**src/rtl/sw_prio_encoder.sv**
```systemverilog
// Synchronised 8-to-3 priority encoder for the switch bank, driving LEDs and one active-low 7-segment digit.
// Build option SW_DEBOUNCE_EN inserts a DEBOUNCE_CYCLES debouncer; undefined, synchronised switches are accepted every cycle.
module sw_prio_encoder #(
    parameter int DEBOUNCE_CYCLES = 1000000
) (
    input  logic        clk,
    input  logic        rst,
    input  logic [7:0]  sw,
    output logic [2:0]  idx,
    output logic        valid,
    output logic        changed,
    output logic [7:0]  seg0_n,
    output logic [15:0] ledr
);

    // Returns {valid, idx}; bit 7 has the highest priority.
    function automatic logic [3:0] prio_enc(input logic [7:0] pat);
        logic [3:0] res;
        casez (pat)
            8'b1???_????: res = 4'b1_111;
            8'b01??_????: res = 4'b1_110;
            8'b001?_????: res = 4'b1_101;
            8'b0001_????: res = 4'b1_100;
            8'b0000_1???: res = 4'b1_011;
            8'b0000_01??: res = 4'b1_010;
            8'b0000_001?: res = 4'b1_001;
            8'b0000_0001: res = 4'b1_000;
            default:      res = 4'b0_000;
        endcase
        return res;
    endfunction

    function automatic logic [7:0] seg_decode(input logic [2:0] digit, input logic on);
        logic [7:0] seg;
        if (!on) begin
            seg = 8'hFF;
        end else begin
            case (digit)
                3'd0:    seg = 8'hC0;
                3'd1:    seg = 8'hF9;
                3'd2:    seg = 8'hA4;
                3'd3:    seg = 8'hB0;
                3'd4:    seg = 8'h99;
                3'd5:    seg = 8'h92;
                3'd6:    seg = 8'h82;
                3'd7:    seg = 8'hF8;
                default: seg = 8'hFF;
            endcase
        end
        return seg;
    endfunction

    logic [7:0] sw_meta_q;
    logic [7:0] sw_sync_q;

    // Two-flop synchroniser for the asynchronous switch inputs.
    always_ff @(posedge clk or posedge rst) begin
        if (rst) begin
            sw_meta_q <= 8'h00;
            sw_sync_q <= 8'h00;
        end else begin
            sw_meta_q <= sw;
            sw_sync_q <= sw_meta_q;
        end
    end

    logic [7:0] acc_q;

`ifdef SW_DEBOUNCE_EN
    localparam int CW = $clog2(DEBOUNCE_CYCLES);
    localparam logic [CW-1:0] CNT_MAX = CW'(DEBOUNCE_CYCLES - 1);

    logic [7:0]    cand_q;
    logic [7:0]    cand_d;
    logic [7:0]    acc_d;
    logic [CW-1:0] cnt_q;
    logic [CW-1:0] cnt_d;

    // Any difference restarts the count; a full stable run promotes the candidate and the count saturates.
    always_comb begin
        cand_d = cand_q;
        acc_d  = acc_q;
        cnt_d  = cnt_q;
        if (sw_sync_q != cand_q) begin
            cand_d = sw_sync_q;
            cnt_d  = {CW{1'b0}};
        end else if (cnt_q == CNT_MAX) begin
            acc_d = cand_q;
        end else begin
            cnt_d = cnt_q + CW'(1);
        end
    end

    // Debouncer state registers.
    always_ff @(posedge clk or posedge rst) begin
        if (rst) begin
            cand_q <= 8'h00;
            acc_q  <= 8'h00;
            cnt_q  <= {CW{1'b0}};
        end else begin
            cand_q <= cand_d;
            acc_q  <= acc_d;
            cnt_q  <= cnt_d;
        end
    end
`else
    // Without the debouncer the synchronised pattern is accepted every cycle.
    always_ff @(posedge clk or posedge rst) begin
        if (rst) begin
            acc_q <= 8'h00;
        end else begin
            acc_q <= sw_sync_q;
        end
    end
`endif

    logic [3:0] enc_s;
    logic [2:0] idx_d;
    logic [2:0] idx_q;
    logic       valid_d;
    logic       valid_q;
    logic       changed_d;
    logic       changed_q;
    logic [7:0] seg_d;
    logic [7:0] seg_q;
    logic [7:0] pat_q;

    // Next display state; changed compares against the currently shown {idx, valid} only.
    always_comb begin
        enc_s     = prio_enc(acc_q);
        idx_d     = enc_s[2:0];
        valid_d   = enc_s[3];
        seg_d     = seg_decode(enc_s[2:0], enc_s[3]);
        changed_d = ({idx_d, valid_d} != {idx_q, valid_q});
    end

    // Output registers; reset leaves the digit blank and no pulse pending.
    always_ff @(posedge clk or posedge rst) begin
        if (rst) begin
            idx_q     <= 3'd0;
            valid_q   <= 1'b0;
            changed_q <= 1'b0;
            seg_q     <= 8'hFF;
            pat_q     <= 8'h00;
        end else begin
            idx_q     <= idx_d;
            valid_q   <= valid_d;
            changed_q <= changed_d;
            seg_q     <= seg_d;
            pat_q     <= acc_q;
        end
    end

    assign idx     = idx_q;
    assign valid   = valid_q;
    assign changed = changed_q;
    assign seg0_n  = seg_q;
    assign ledr    = {pat_q, 3'b000, valid_q, 1'b0, idx_q};

endmodule

```
**config.mk**
```make
export PLATFORM = sky130hd
export DESIGN_NAME = sw_prio_encoder
export DESIGN_NICKNAME = d
export VERILOG_FILES = /design/src/rtl/sw_prio_encoder.sv
export SDC_FILE = /design/constraint.sdc
export NUM_CORES = 1
export LEC_CHECK = 0
export ABC_AREA = 1
export BUFFER_PORTS_ARGS = -buffer_cell sky130_fd_sc_hd__buf_2
export CORE_ASPECT_RATIO = 1.4
export CORE_UTILIZATION = 50
export CTS_CLUSTER_SIZE = 24
export DETAILED_ROUTE_END_ITERATION = 10
export PLACE_DENSITY = 0.83
export SYNTH_ARGS = -nofsm -noshare
export SYNTH_HDL_FRONTEND = slang
export SYNTH_SLANG_ARGS = --single-unit
```
**constraint.sdc**
```tcl
create_clock -name clk -period 1.9 [get_ports clk]
set_input_delay 0 -clock clk [delete_from_list [all_inputs] [get_ports clk]]
set_output_delay 0 -clock clk [all_outputs]
set_load 0.01 [all_outputs]
```
==> flow_summary.rst, run 1 <==
.. list-table::
   :header-rows: 1

   * - Metric
     - Value
   * - Result of the run
     - complete, no violations
   * - Total track usage
     - between 15 and 20%
   * - Global-route wire length before repair
     - between 3000 and 4000 µm
   * - Ant. Diodes
     - 0
   * - Cell area after technology mapping
     - 1509 µm²
   * - Post-synthesis cell type count
     - 20
   * - Top-area cell type share of the netlist area
     - about three fifths
   * - Cell with the most instances after synthesis
     - sky130_fd_sc_hd__dfrtp_1
   * - Number of buffers inserted by port buffering
     - 33
   * - Clock sink count
     - 44
   * - Y dimension of the die
     - roughly 67 µm
   * - R2r worst-path depth
     - 8
   * - Antenna violations before repair
     - 0
   * - Number of slew-limit violations in the final report
     - 0
   * - Sw power
     - around 0.39 mW
   * - Via count of the routed design
     - roughly 880
   * - Post-Layout Cell Count
     - between 150 and 200
   * - Power per cell area
     - 982.9 nW/µm²
   * - Clock root buffer
     - sky130_fd_sc_hd__clkbuf_8
   * - Footprint of the flip-flops and latches
     - 1110 µm²
   * - Clk network pwr share
     - 36.4%
   * - Number of enable flip-flop cells after synthesis
     - 0
   * - Startpoint type of the worst setup path
     - register
   * - Combined area of the multi-input logic cells
     - roughly 300 µm²
   * - Clock transition at the register clock pins on the worst setup and hold paths after CTS
     - about 0.07 ns
   * - Cell with the most instances on the worst path
     - sky130_fd_sc_hd__nand2_4
   * - Average instance area after synthesis
     - ~13 µm²
   * - Clock period minus final worst setup slack
     - between 1.5 and 2 ns
   * - Die width
     - 48.43 µm
   * - Area overhead of the layout relative to synthesis
     - 23.88%
   * - Number of H-tree levels
     - 2
   * - Endpoint of the worst hold path
     - sw_meta_q[1]
   * - Cells along the critical path
     - nor2_4 -> nand2_4 -> inv_6 -> nand2_4 -> nand2_2 -> inv_1 -> ha_1 -> o211ai_1
   * - Count of standard-cell rows
     - 23
   * - Fin crit share
     - 86.86%
   * - Sequential share of power
     - between 50% and 60%
   * - Biggest area consumer among synthesized cells
     - sky130_fd_sc_hd__dfrtp_1
   * - Hold path startpoint
     - sw[1]
   * - Fill cell instance count of the final layout
     - about 230
   * - Placed Cells incl. Taps
     - 177
   * - Peak supply drop
     - 0.7118 mV
   * - Warnings, synthesis
     - 0
   * - Most area-consuming cells after synthesis
     - sky130_fd_sc_hd__dfrtp_1, sky130_fd_sc_hd__dfstp_2, sky130_fd_sc_hd__nand2_1
   * - Hold Vio Cnt, Final
     - 0
   * - Instance count of the mapped netlist
     - approximately 110
   * - Router iterations before antenna repair
     - 4
   * - Accumulated negative setup slack
     - 0 ns
   * - Logic gate share of total power
     - 8.1%
   * - Post-Route Utilization
     - 64.96%
   * - Post-synthesis sequential area ratio
     - around 74%
   * - Upper clock frequency limit
     - roughly 610 MHz
   * - Worst clock skew
     - around 0.0025 ns
   * - Worst slew margin
     - about two thirds
   * - Peak per-stage delay on the critical path
     - roughly 0.42 ns
   * - Post-synth top flop
     - sky130_fd_sc_hd__dfrtp_1
   * - Share of post-route cells with drive strength above 1
     - 36.31%
   * - Std-Cell Core Area
     - about 2900 µm²
   * - Critical register-to-register path endpoint
     - seg0_n[3]
   * - Maximum number of pins on one net before global-route repair
     - between 40 and 50
   * - Internal power component
     - between 1 and 1.5 mW
   * - IO Pins
     - 39
   * - Number of nets in the final layout
     - about 170
   * - Number of buffers on the longest clock path
     - 2
   * - Path type of the worst setup path
     - reg -> reg
   * - Final weighted congestion in routability-driven placement
     - 0.8692
   * - HP Class
     - in -> reg
   * - Number of setup violations in the final report
     - 0
   * - CP Data Required Time
     - between 2 and 2.5 ns
   * - Worst setup slack for register-to-register paths
     - 0.25 ns
   * - Residual DRC
     - 0
   * - Share of flip-flops with an asynchronous set or reset after synthesis
     - 100.0%
   * - Cell with the biggest individual delay on the critical path
     - sky130_fd_sc_hd__dfrtp_1
   * - Flops & latches, synth
     - 44
   * - Total CTS buffers
     - 5
   * - Initial core utilization
     - approximately 52%
   * - Placed wire-length estimate
     - 1464 µm
   * - Buffers plus inverters on the worst setup path
     - 2
   * - Worst slew pin tran
     - about 0.51 ns
   * - Grt ovf
     - 0
   * - Wirelength, routed
     - between 2000 and 2500 µm
   * - Crit end category
     - register
   * - Gates resized, CTS repair
     - 0
   * - Crit Path Max Fanout
     - 10
   * - Final routed wire length divided by cell count
     - about 11 µm
   * - Arrival time worst endpoint
     - about 1.9 ns
   * - CTS tree
     - yes
   * - Kind of cell adding the most delay to the critical path
     - simple AND/OR/NAND/NOR gates
   * - Maxcap violations
     - 0
   * - Number of cells on the worst hold path
     - 2
   * - Clock latency of the later-clocked register in the worst-skew pair
     - between 0.2 and 0.3 ns
   * - Setup repair after global routing missed its margin
     - no
   * - Static leakage
     - around 0.96 nW
   * - Floorplan die area
     - around 3200 µm²
   * - Most frequent cells after synthesis
     - sky130_fd_sc_hd__dfrtp_1, sky130_fd_sc_hd__nand2_1, sky130_fd_sc_hd__buf_4, sky130_fd_sc_hd__inv_1, sky130_fd_sc_hd__dfstp_2
   * - Switching fraction of total power
     - 21.13%
   * - Vias in the first global route
     - 840
   * - Number of antenna-violating nets in the routed design
     - 0
   * - Worst reg2reg startpoint
     - acc_q[7]
   * - Routed vias/inst
     - 4.531
   * - Number of DRC violations after detailed-routing iteration 0
     - 11
[how the worst max path moves through the flow]
| stage | start | endpoint | slack, ns | cells after the start |
|---|---|---|---|---|
| after floorplan | acc_q[7] | seg0_n[3] | 0.41 | 8 |
| after global placement | acc_q[7] | seg0_n[3] | 0.36 | 8 |
| after detailed placement | acc_q[7] | seg0_n[3] | 0.27 | 8 |
| after CTS | acc_q[7] | seg0_n[3] | 0.25 | 8 |
| after global routing | acc_q[7] | seg0_n[3] | 0.17 | 8 |
| final | acc_q[7] | seg0_n[3] | 0.25 | 8 |
[sequential cells by signal (all words and copies together) (netlist names)]
| signal | cells |
|---|---|
| acc_q | 8 |
| changed | 1 |
| idx | 3 |
| pat_q | 8 |
| seg0_n | 7 |
| sw_meta_q | 8 |
| sw_sync_q | 8 |
| valid | 1 |
[metrics by stage]
stage                     total power [mW]  setup WS [ns]  cell area [µm²]  hold WS, ns
after floorplan                      1.127         0.4117             1520      0.03143
after global placement               1.165         0.3562             1672       0.1075
after detailed placement             1.172         0.2725             1672       0.1093
after CTS                            1.860         0.2456             1869       0.3330
after global routing                 1.926         0.1728             1869       0.3319
final                                1.837         0.2498             1869       0.3437
[metal layers]
layer	part of all wire [%]	vias up	GRT usage, %
met5	0	-	0
met4	3.3	0	11.76
met3	6.7	8	6.393
met2	53	42	27.29
met1	37	416	16.02
li1	-	413	-
[power by group through the flow]
stage | sequential, mW | clock (mW) | combinational, mW
after floorplan | 1.05 | 0 | 0.0760
after global placement | 1.04 | 0 | 0.130
after detailed placement | 1.04 | 0 | 0.134
after CTS | 1.02 | 0.690 | 0.149
after global routing | 1.03 | 0.736 | 0.165
final | 1.02 | 0.670 | 0.148
[layout make-up]
class,instances,area share [%]
clock buffers,6,3.882
well taps,37,2.477
clock inverters,2,1.874
flip-flops and latches,44,59.37
inverters,11,2.477
multi-input cells,51,15.86
repair buffers,43,14.06
[cells in the final DEF, fill, tap and decap left out, types with 2 or more instances in the layout]
| cell | Yosys | final |
|---|---|---|
| sky130_fd_sc_hd__inv_1 | 9 | 9 |
| sky130_fd_sc_hd__o211ai_1 | 3 | 3 |
| sky130_fd_sc_hd__ha_1 | 5 | 5 |
| sky130_fd_sc_hd__dlygate4sd3_1 | 0 | 9 |
| sky130_fd_sc_hd__buf_2 | 0 | 33 |
| sky130_fd_sc_hd__nand3_1 | 4 | 4 |
| sky130_fd_sc_hd__conb_1 | 2 | 5 |
| sky130_fd_sc_hd__nand2_1 | 20 | 20 |
| sky130_fd_sc_hd__nand2_4 | 2 | 2 |
| sky130_fd_sc_hd__nor2_1 | 3 | 3 |
| sky130_fd_sc_hd__nor2_4 | 2 | 2 |
| sky130_fd_sc_hd__clkbuf_8 | 0 | 5 |
| sky130_fd_sc_hd__dfstp_2 | 7 | 7 |
| sky130_fd_sc_hd__dfrtp_1 | 37 | 37 |
| sky130_fd_sc_hd__nand2_2 | 2 | 2 |
[kinds of logic (layout without fill, tap and decap cells)]
family | after synthesis | count (layout) | share of synthesized area [%]
flip-flops | 44 | 44 | 73.55
AND/OR/NAND/NOR | 35 | 35 | 11.77
buffers and inverters | 20 | 62 | 7.545
AO/OA/AOI/OAI | 6 | 6 | 2.487
adder cells (fa/ha/maj) | 5 | 5 | 4.146
other | 2 | 5 | 0.4977
[timing repair]
| item | in CTS | in global routing |
|---|---|---|
| endpoints found under the setup margin | 0 | 0 |
| endpoints found under the hold margin | 45 | 0 |
| buffers inserted | 0 | 0 |
| hold buffers | 9 | 0 |
Note: power is estimated with default switching activity, not from simulation.
==> inputs of run 2 (changes only) <==
Settings changed: ABC_AREA 1 to not set, MAX_ROUTING_LAYER set to met4.
==> run 2 against run 1 <==
  * Clock-buffer cell count rose by 1
  * Via count fell by 5.7%
  * Sequential power barely moved
  * Register-to-register slack improved by 0.02 ns
  * First-iteration DRC count fell by 9.1%
  * Worst hold slack improved by 0.0023 ns
  * Total power fell by 4.7%
  * Core utilization fell by 0.44 points
  * Combinational power fell by 3%
==> flow_summary.rst, run 2 <==
.. list-table::
   :header-rows: 1

   * - Metric
     - Value
   * - Commonest non-fill, non-tap cells in the layout
     - sky130_fd_sc_hd__dfrtp_1, sky130_fd_sc_hd__buf_2, sky130_fd_sc_hd__nor2_1, sky130_fd_sc_hd__dlygate4sd3_1
   * - Path type of the worst setup path
     - reg -> reg
   * - Setup repair after global routing missed its margin
     - no
   * - Final weighted congestion in routability-driven placement
     - 0.8863 (+2.0%)
   * - Most frequent cells after synthesis
     - sky130_fd_sc_hd__dfrtp_1, sky130_fd_sc_hd__buf_4, sky130_fd_sc_hd__nor2_1, sky130_fd_sc_hd__dfstp_2, sky130_fd_sc_hd__nand2_1
   * - Maximum number of pins on one net before global-route repair
     - 45 (unchanged)
   * - Post-synthesis cell type count
     - 24 (+20%)
   * - Static leakage
     - 0.8671 nW (-9.6%)
   * - Initial core utilization
     - 52.09% (-0.35 points)
   * - Placed wire-length estimate
     - 1423 µm (-2.8%)
   * - Clock transition at the register clock pins on the worst setup and hold paths after CTS
     - 0.08 ns (about the same)
   * - Wirelength, routed
     - 2142 µm (-3.1%)
   * - Area overhead of the layout relative to synthesis
     - 23.86% (about the same)
   * - Routed vias/inst
     - 4.530 (about the same)
   * - Total track usage
     - 17.06% (+0.96 points)
   * - Hold Vio Cnt, Final
     - 0 (unchanged)
   * - Total CTS buffers
     - 5 (unchanged)
   * - Share of post-route cells with drive strength above 1
     - 35.62% (-0.69 points)
   * - Startpoint type of the worst setup path
     - register
   * - Peak supply drop
     - 0.7344 mV (+3.2%)
   * - Upper clock frequency limit
     - 611.6 MHz (+0.92%)
   * - Post-route worst setup slack
     - 0.2648 ns (+0.01507 ns)
   * - Most area-consuming cells after synthesis
     - sky130_fd_sc_hd__dfrtp_1, sky130_fd_sc_hd__dfstp_2, sky130_fd_sc_hd__buf_4
   * - Floorplan die area
     - 3193 µm² (-1.6%)
   * - Share of flip-flops with an asynchronous set or reset after synthesis
     - 100.0% (unchanged)
   * - IO Pins
     - 39 (unchanged)
   * - Ant. Diodes
     - 0 (unchanged)
   * - Accumulated negative setup slack
     - 0 ns (unchanged)
   * - Crit Path Max Fanout
     - 5 (-5)
   * - Worst slew pin tran
     - 0.5118 ns (+0.006136 ns)
   * - Instance count of the mapped netlist
     - 100 (-11%)
   * - HP Class
     - reg -> reg
   * - Via count of the routed design
     - 829 (-5.7%)
   * - Antenna violations before repair
     - 0 (unchanged)
   * - Router iterations before antenna repair
     - 3 (-1)
   * - Global-route wire length before repair
     - 3381 µm (-5.8%)
   * - Power Total
     - 1.752 mW (-4.7%)
   * - Cell area after technology mapping
     - 1484 µm² (-1.7%)
   * - Post-Place Worst Slack
     - 0.2861 ns (+0.01359 ns)
   * - Post-synthesis sequential area ratio
     - 74.79% (+1.2 points)
   * - CTS tree
     - yes
   * - Top-area cell type share of the netlist area
     - 62.39% (+1.0 points)
   * - Number of setup violations in the final report
     - 0 (unchanged)
   * - Fin crit share
     - 86.06% (-0.79 points)
   * - Power per cell area
     - 953.1 nW/µm² (-3.0%)
   * - Number of buffers inserted by port buffering
     - 33 (unchanged)
   * - Maxcap violations
     - 0 (unchanged)
   * - Grt ovf
     - 0 (unchanged)
   * - Vias in the first global route
     - 802 (-4.5%)
   * - Die width
     - 48.04 µm (-0.81%)
   * - Number of H-tree levels
     - 2 (unchanged)
   * - Clock sink count
     - 44 (unchanged)
   * - Setup Buffers After CTS
     - 0 (unchanged)
   * - Number of buffers on the longest clock path
     - 2 (unchanged)
   * - Count of standard-cell rows
     - 23 (unchanged)
   * - Std-Cell Core Area
     - 2849 µm² (-1.0%)
   * - Flops & latches, synth
     - 44 (unchanged)
   * - CP Data Required Time
     - 2.13 ns (+0.02 ns)
   * - Arrival time worst endpoint
     - 1.86 ns (about the same)
   * - Warnings, synthesis
     - 0 (unchanged)
   * - Clock period minus final worst setup slack
     - 1.635 ns (-0.01507 ns)
   * - Result of the run
     - complete, no violations
   * - Post-synth top flop
     - sky130_fd_sc_hd__dfrtp_1
   * - Number of enable flip-flop cells after synthesis
     - 0 (unchanged)
   * - Clock root buffer
     - sky130_fd_sc_hd__clkbuf_8
   * - Number of antenna-violating nets in the routed design
     - 0 (unchanged)
   * - Final routed wire length divided by cell count
     - 11.70 µm (+2.7%)
   * - Average instance area after synthesis
     - 14.84 µm² (+10%)
   * - Residual DRC
     - 0 (unchanged)
   * - Number of DRC violations after detailed-routing iteration 0
     - 10 (-1)
   * - Crit end category
     - register
   * - Clock latency of the later-clocked register in the worst-skew pair
     - 0.29 ns (about the same)
   * - Number of slew-limit violations in the final report
     - 0 (unchanged)
   * - Worst slew margin
     - 65.88% (-0.41 points)
   * - Post-Route Utilization
     - 64.51% (-0.44 points)
   * - Y dimension of the die
     - 66.46 µm (-0.81%)
   * - Number of nets in the final layout
     - 160 (-6.4%)
   * - Cell with the most instances after synthesis
     - sky130_fd_sc_hd__dfrtp_1
   * - Worst clock skew
     - 0.005350 ns (+0.002825 ns)
   * - Biggest area consumer among synthesized cells
     - sky130_fd_sc_hd__dfrtp_1
   * - Most common cell after layout, fill and taps aside
     - sky130_fd_sc_hd__dfrtp_1
-- run 2: changes by cell type after synthesis, sizes merged, moves of 3 or more --
cell,before,now
nand2,24,7
inv,11,5
nand3,4,1
nor2,6,9
-- run 2: kinds of logic after synthesis --
family	synth area share, %
other	0.5061
adders and majority gates	4.216
xor gates and xnor gates	1.181
DFF	74.79
buffers and inverters	5.817
AOI/OAI and AO/OA	4.469
and+or+nand+nor	9.023
-- run 2: where the power goes --
part           total, mW  leakage, nW  switching [mW]  internal (mW)
Sequential          1.02        0.496          0.0250          0.999
Combinational      0.144        0.327          0.0808         0.0630
Clock              0.584       0.0445           0.289          0.295
Total               1.75        0.867           0.395           1.36
-- run 2: repair_timing --
action                    4_1_cts  5_1_grt
hold buffers                    9        0
resized for setup               0        0
hold endpoints to repair       45        0
-- run 2: stage by stage --
step / instances / hold slack, ns / instance area [µm²]
finish: 183 / 0.3460 / 1838
global placement: 166 / 0.1072 / 1654
floorplan: 103 / 0.03143 / 1495
CTS: 183 / 0.3242 / 1838
global route: 183 / 0.3261 / 1838
detailed placement: 166 / 0.1093 / 1654
-- run 2: layout make-up --
| class | instances | area (µm²) |
|---|---|---|
| fill | 214 | 1011 |
| clock buffer | 7 | 86.33 |
| tap | 37 | 46.29 |
| multi-input combinational | 45 | 299.0 |
| clock inverter | 1 | 7.507 |
| sequential | 44 | 1110 |
| timing repair buffer | 44 | 270.3 |
| inverter | 5 | 18.77 |
-- run 2: worst max-delay path, stage by stage, from the launching register on --
cell and delay [ns]:
sky130_fd_sc_hd__dfrtp_1 0.40, sky130_fd_sc_hd__nor2b_1 0.13, sky130_fd_sc_hd__o21ai_0 0.30, sky130_fd_sc_hd__nand2_1 0.20
sky130_fd_sc_hd__inv_1 0.15, sky130_fd_sc_hd__ha_1 0.25, sky130_fd_sc_hd__a21oi_1 0.14
-- run 2: path summary, 6_finish.rpt --
| kind | to | from | cells past startpoint | slack [ns] |
|---|---|---|---|---|
| worst max-delay path | seg0_n[3] | acc_q[1] | 6 | 0.26 |
| worst min-delay path | acc_q[2] | sw_sync_q[2] | 0 | 0.35 |
| worst max register to register | seg0_n[3] | acc_q[1] | 6 | 0.26 |
| worst min register to register | acc_q[2] | sw_sync_q[2] | 0 | 0.35 |
| max in group asynchronous | seg0_n[0] | rst | 4 | 1.16 |
| min in group asynchronous | sw_meta_q[6] | rst | 4 | 0.38 |
-- run 2: metal layers --
metal  vias to the layer above  part of all wire (%)  wire, µm  global-route usage, %
met5                         -                     0         0                      -
li1                        393                     -         -                      -
met4                         0                   4.1        88                  11.81
met2                        30                    54      1166                  25.68
met3                        10                   4.9       104                  7.588
met1                       396                    37       783                  16.89
==> inputs of run 3 (changes only) <==
Settings changed: BUFFER_PORTS_ARGS -buffer_cell sky130_fd_sc_hd__buf_2 to not set, DONT_BUFFER_PORTS set to 1, PLACE_DENSITY 0.83 to 0.72.
==> run 3 against run 2 <==
  * Clock-buffer cell count down 1
  * Fmax shrank 1.7%
  * Wire length down 8.3%
  * Final cell count down 18%
  * Critical path depth is the same
  * Global-route usage decreased by 0.74 points
  * Sequential cell count stayed put
  * Worst setup slack worse by 0.028 ns
  * Clock power rose by 24%
  * Largest cell class unchanged
==> flow_summary.rst, run 3 (same netlist as run 2, synthesis figures left out) <==
.. list-table::
   :header-rows: 1

   * - Metric
     - Value
   * - Result of the run
     - complete, no violations
   * - Global-route wire length before repair
     - 3229 µm (-4.5%)
   * - Ant. Diodes
     - 0 (unchanged)
   * - Antenna violations before repair
     - 0 (unchanged)
   * - Maximum number of pins on one net before global-route repair
     - 45 (unchanged)
   * - Number of setup violations in the final report
     - 0 (unchanged)
   * - Static leakage
     - 0.7584 nW (-13%)
   * - Number of buffers inserted by port buffering
     - 0 (-100%)
   * - R2r worst-path depth
     - 6 (unchanged)
   * - Final weighted congestion in routability-driven placement
     - 0.8095 (-8.7%)
   * - Number of H-tree levels
     - 2 (unchanged)
   * - Y dimension of the die
     - 66.46 µm (unchanged)
   * - Cells along the critical path
     - nor2b_1 -> o21ai_0 -> nand2_1 -> inv_1 -> ha_1 -> a21oi_1
   * - Worst slack on hold paths
     - 0.2586 ns (-0.08738 ns)
   * - Fin crit share
     - 87.54% (+1.5 points)
   * - Clock period minus final worst setup slack
     - 1.663 ns (+0.02810 ns)
   * - Number of slew-limit violations in the final report
     - 0 (unchanged)
   * - Share of post-route cells with drive strength above 1
     - 17.70% (-18 points)
   * - Number of DRC violations after detailed-routing iteration 0
     - 12 (+2)
   * - Maxcap violations
     - 0 (unchanged)
   * - Gates resized, CTS repair
     - 0 (unchanged)
   * - Total CTS buffers
     - 5 (unchanged)
   * - Number of buffers on the longest clock path
     - 2 (unchanged)
   * - Peak supply drop
     - 0.8124 mV (+11%)
   * - Critical register-to-register path endpoint
     - seg0_n[3]
   * - Sequential share of power
     - 56.3% (-2.2 points)
   * - Upper clock frequency limit
     - 601.2 MHz (-1.7%)
   * - Setup repair after global routing missed its margin
     - no
   * - Switching fraction of total power
     - 21.15% (-1.4 points)
   * - Placed wire-length estimate
     - 1321 µm (-7.2%)
   * - Number of cells on the worst hold path
     - 1 (+1)
   * - Finished Cell Area
     - 1700 µm² (-7.5%)
   * - Worst reg2reg startpoint
     - acc_q[1]
   * - Path type of the worst setup path
     - reg -> reg
   * - Area overhead of the layout relative to synthesis
     - 14.59%
   * - CTS hold repair buffers
     - 9 (unchanged)
   * - Count of standard-cell rows
     - 23 (unchanged)
   * - Peak per-stage delay on the critical path
     - 0.39 ns (about the same)
   * - Sw power
     - 0.3931 mW (-0.44%)
   * - Commonest non-fill, non-tap cells in the layout
     - sky130_fd_sc_hd__dfrtp_1, sky130_fd_sc_hd__nor2_1, sky130_fd_sc_hd__dlygate4sd3_1
   * - Worst slew margin
     - 65.89% (about the same)
   * - Initial core utilization
     - 52.09% (unchanged)
   * - Accumulated negative setup slack
     - 0 ns (unchanged)
   * - Startpoint type of the worst setup path
     - register
   * - Number of nets in the final layout
     - 127 (-21%)
   * - HP Class
     - in -> reg
   * - Clock sink count
     - 44 (unchanged)
   * - Number of antenna-violating nets in the routed design
     - 0 (unchanged)
   * - Routed vias/inst
     - 4.753 (+4.9%)
   * - Clock root buffer
     - sky130_fd_sc_hd__clkbuf_8
   * - IO Pins
     - 39 (unchanged)
   * - Most common cell after layout, fill and taps aside
     - sky130_fd_sc_hd__dfrtp_1
   * - Worst clock skew
     - 0.004434 ns (-0.0009157 ns)
   * - Power per cell area
     - 1093 nW/µm² (+15%)
   * - Clk network pwr share
     - 39.0% (+5.7 points)
   * - Arrival time worst endpoint
     - 1.88 ns (+0.02 ns)
   * - Internal power component
     - 1.466 mW (+8.0%)
   * - CTS tree
     - yes
   * - Floorplan die area
     - 3193 µm² (unchanged)
   * - Setup Buffers After CTS
     - 0 (unchanged)
   * - Clock latency of the later-clocked register in the worst-skew pair
     - 0.29 ns (about the same)
   * - Endpoint of the worst hold path
     - sw_meta_q[3]
   * - Crit Path Max Fanout
     - 5 (unchanged)
   * - Crit end category
     - register
   * - Die width
     - 48.04 µm (unchanged)
   * - Via count of the routed design
     - 713 (-14%)
   * - Dpl cell area
     - 1489 µm² (-10%)
   * - Post-Route Utilization
     - 59.68% (-4.8 points)
   * - Hold Vio Cnt, Final
     - 0 (unchanged)
   * - Worst slew pin tran
     - 0.5116 ns (-0.0002041 ns)
   * - Worst setup slack for register-to-register paths
     - 0.24 ns (-0.03 ns)
   * - CP Data Required Time
     - 2.11 ns (-0.02 ns)
   * - Grt ovf
     - 0 (unchanged)
   * - Logic gate share of total power
     - 4.7% (-3.5 points)
   * - Router iterations before antenna repair
     - 4 (+1)
   * - Residual DRC
     - 0 (unchanged)
   * - Std-Cell Core Area
     - 2849 µm² (unchanged)
   * - Cell with the biggest individual delay on the critical path
     - sky130_fd_sc_hd__dfrtp_1
   * - Total track usage
     - 16.32% (-0.74 points)
   * - Clock transition at the register clock pins on the worst setup and hold paths after CTS
     - 0.08 ns (about the same)
   * - Hold path startpoint
     - sw[3]
   * - Final routed wire length divided by cell count
     - 13.09 µm (+12%)
   * - Wirelength, routed
     - 1964 µm (-8.3%)
   * - Vias in the first global route
     - 756 (-5.7%)
run 3: cell types whose count changed in the layout (fill, tap and decap cells not counted):
cell                         previous run  this run
sky130_fd_sc_hd__clkbuf_1               1         0
sky130_fd_sc_hd__clkinv_4               0         1
sky130_fd_sc_hd__clkinvlp_4             1         0
sky130_fd_sc_hd__bufinv_16              0         1
sky130_fd_sc_hd__buf_2                 33         0
sky130_fd_sc_hd__inv_1                  4         3
sky130_fd_sc_hd__clkinv_1               0         1
run 3: power by group through the flow:
stage          Sequential (mW)  Clock [mW]  Combinational (mW)
6_report                  1.05       0.725              0.0875
5_1_grt                   1.06       0.790              0.0993
4_1_cts                   1.05       0.750              0.0883
3_5_place_dp              1.07           0              0.0736
3_3_place_gp              1.06           0              0.0712
2_1_floorplan             1.05           0              0.0726
run 3: layout make-up:
type                    instances  area [µm²]
inverters                       5       18.77
well taps                      37       46.29
repair buffers                 11       105.1
clock inverters                 2       38.79
fillers                       207        1149
flip-flops and latches         44        1110
multi-input cells              45       299.0
clock buffers                   6       82.58
run 3: metrics by stage:
step	setup slack (ns)	cells	total power [mW]
after global placement	0.3807	133	1.135
after CTS	0.2461	150	1.886
after floorplan	0.4833	103	1.127
after detailed placement	0.2730	133	1.140
final	0.2367	150	1.859
after global routing	0.07537	150	1.945
run 3: metal layers:
layer | vias to the layer above | routed length [µm] | GRT usage, %
li1 | 331 | - | -
met5 | - | 0 | -
met4 | 0 | 59 | 10.42
met3 | 7 | 105 | 7.588
met2 | 24 | 1061 | 24.66
met1 | 351 | 738 | 16.29
run 3: critical path, delay by kind of cell (launching register included):
| family | cells | cell delay [ns] |
|---|---|---|
| compound gates | 2 | 0.44 |
| flops | 1 | 0.39 |
| simple gates | 2 | 0.34 |
| fa+ha+maj | 1 | 0.26 |
| buf+inv | 1 | 0.15 |
run 3: worst max path at each step:
stage,to,cells past startpoint,from
2_1_floorplan,seg0_n[3],6,acc_q[1]
3_3_place_gp,seg0_n[3],6,acc_q[1]
3_5_place_dp,seg0_n[3],6,acc_q[1]
4_1_cts,seg0_n[3],6,acc_q[1]
5_1_grt,seg0_n[3],6,acc_q[1]
6_report,seg0_n[3],6,acc_q[1]
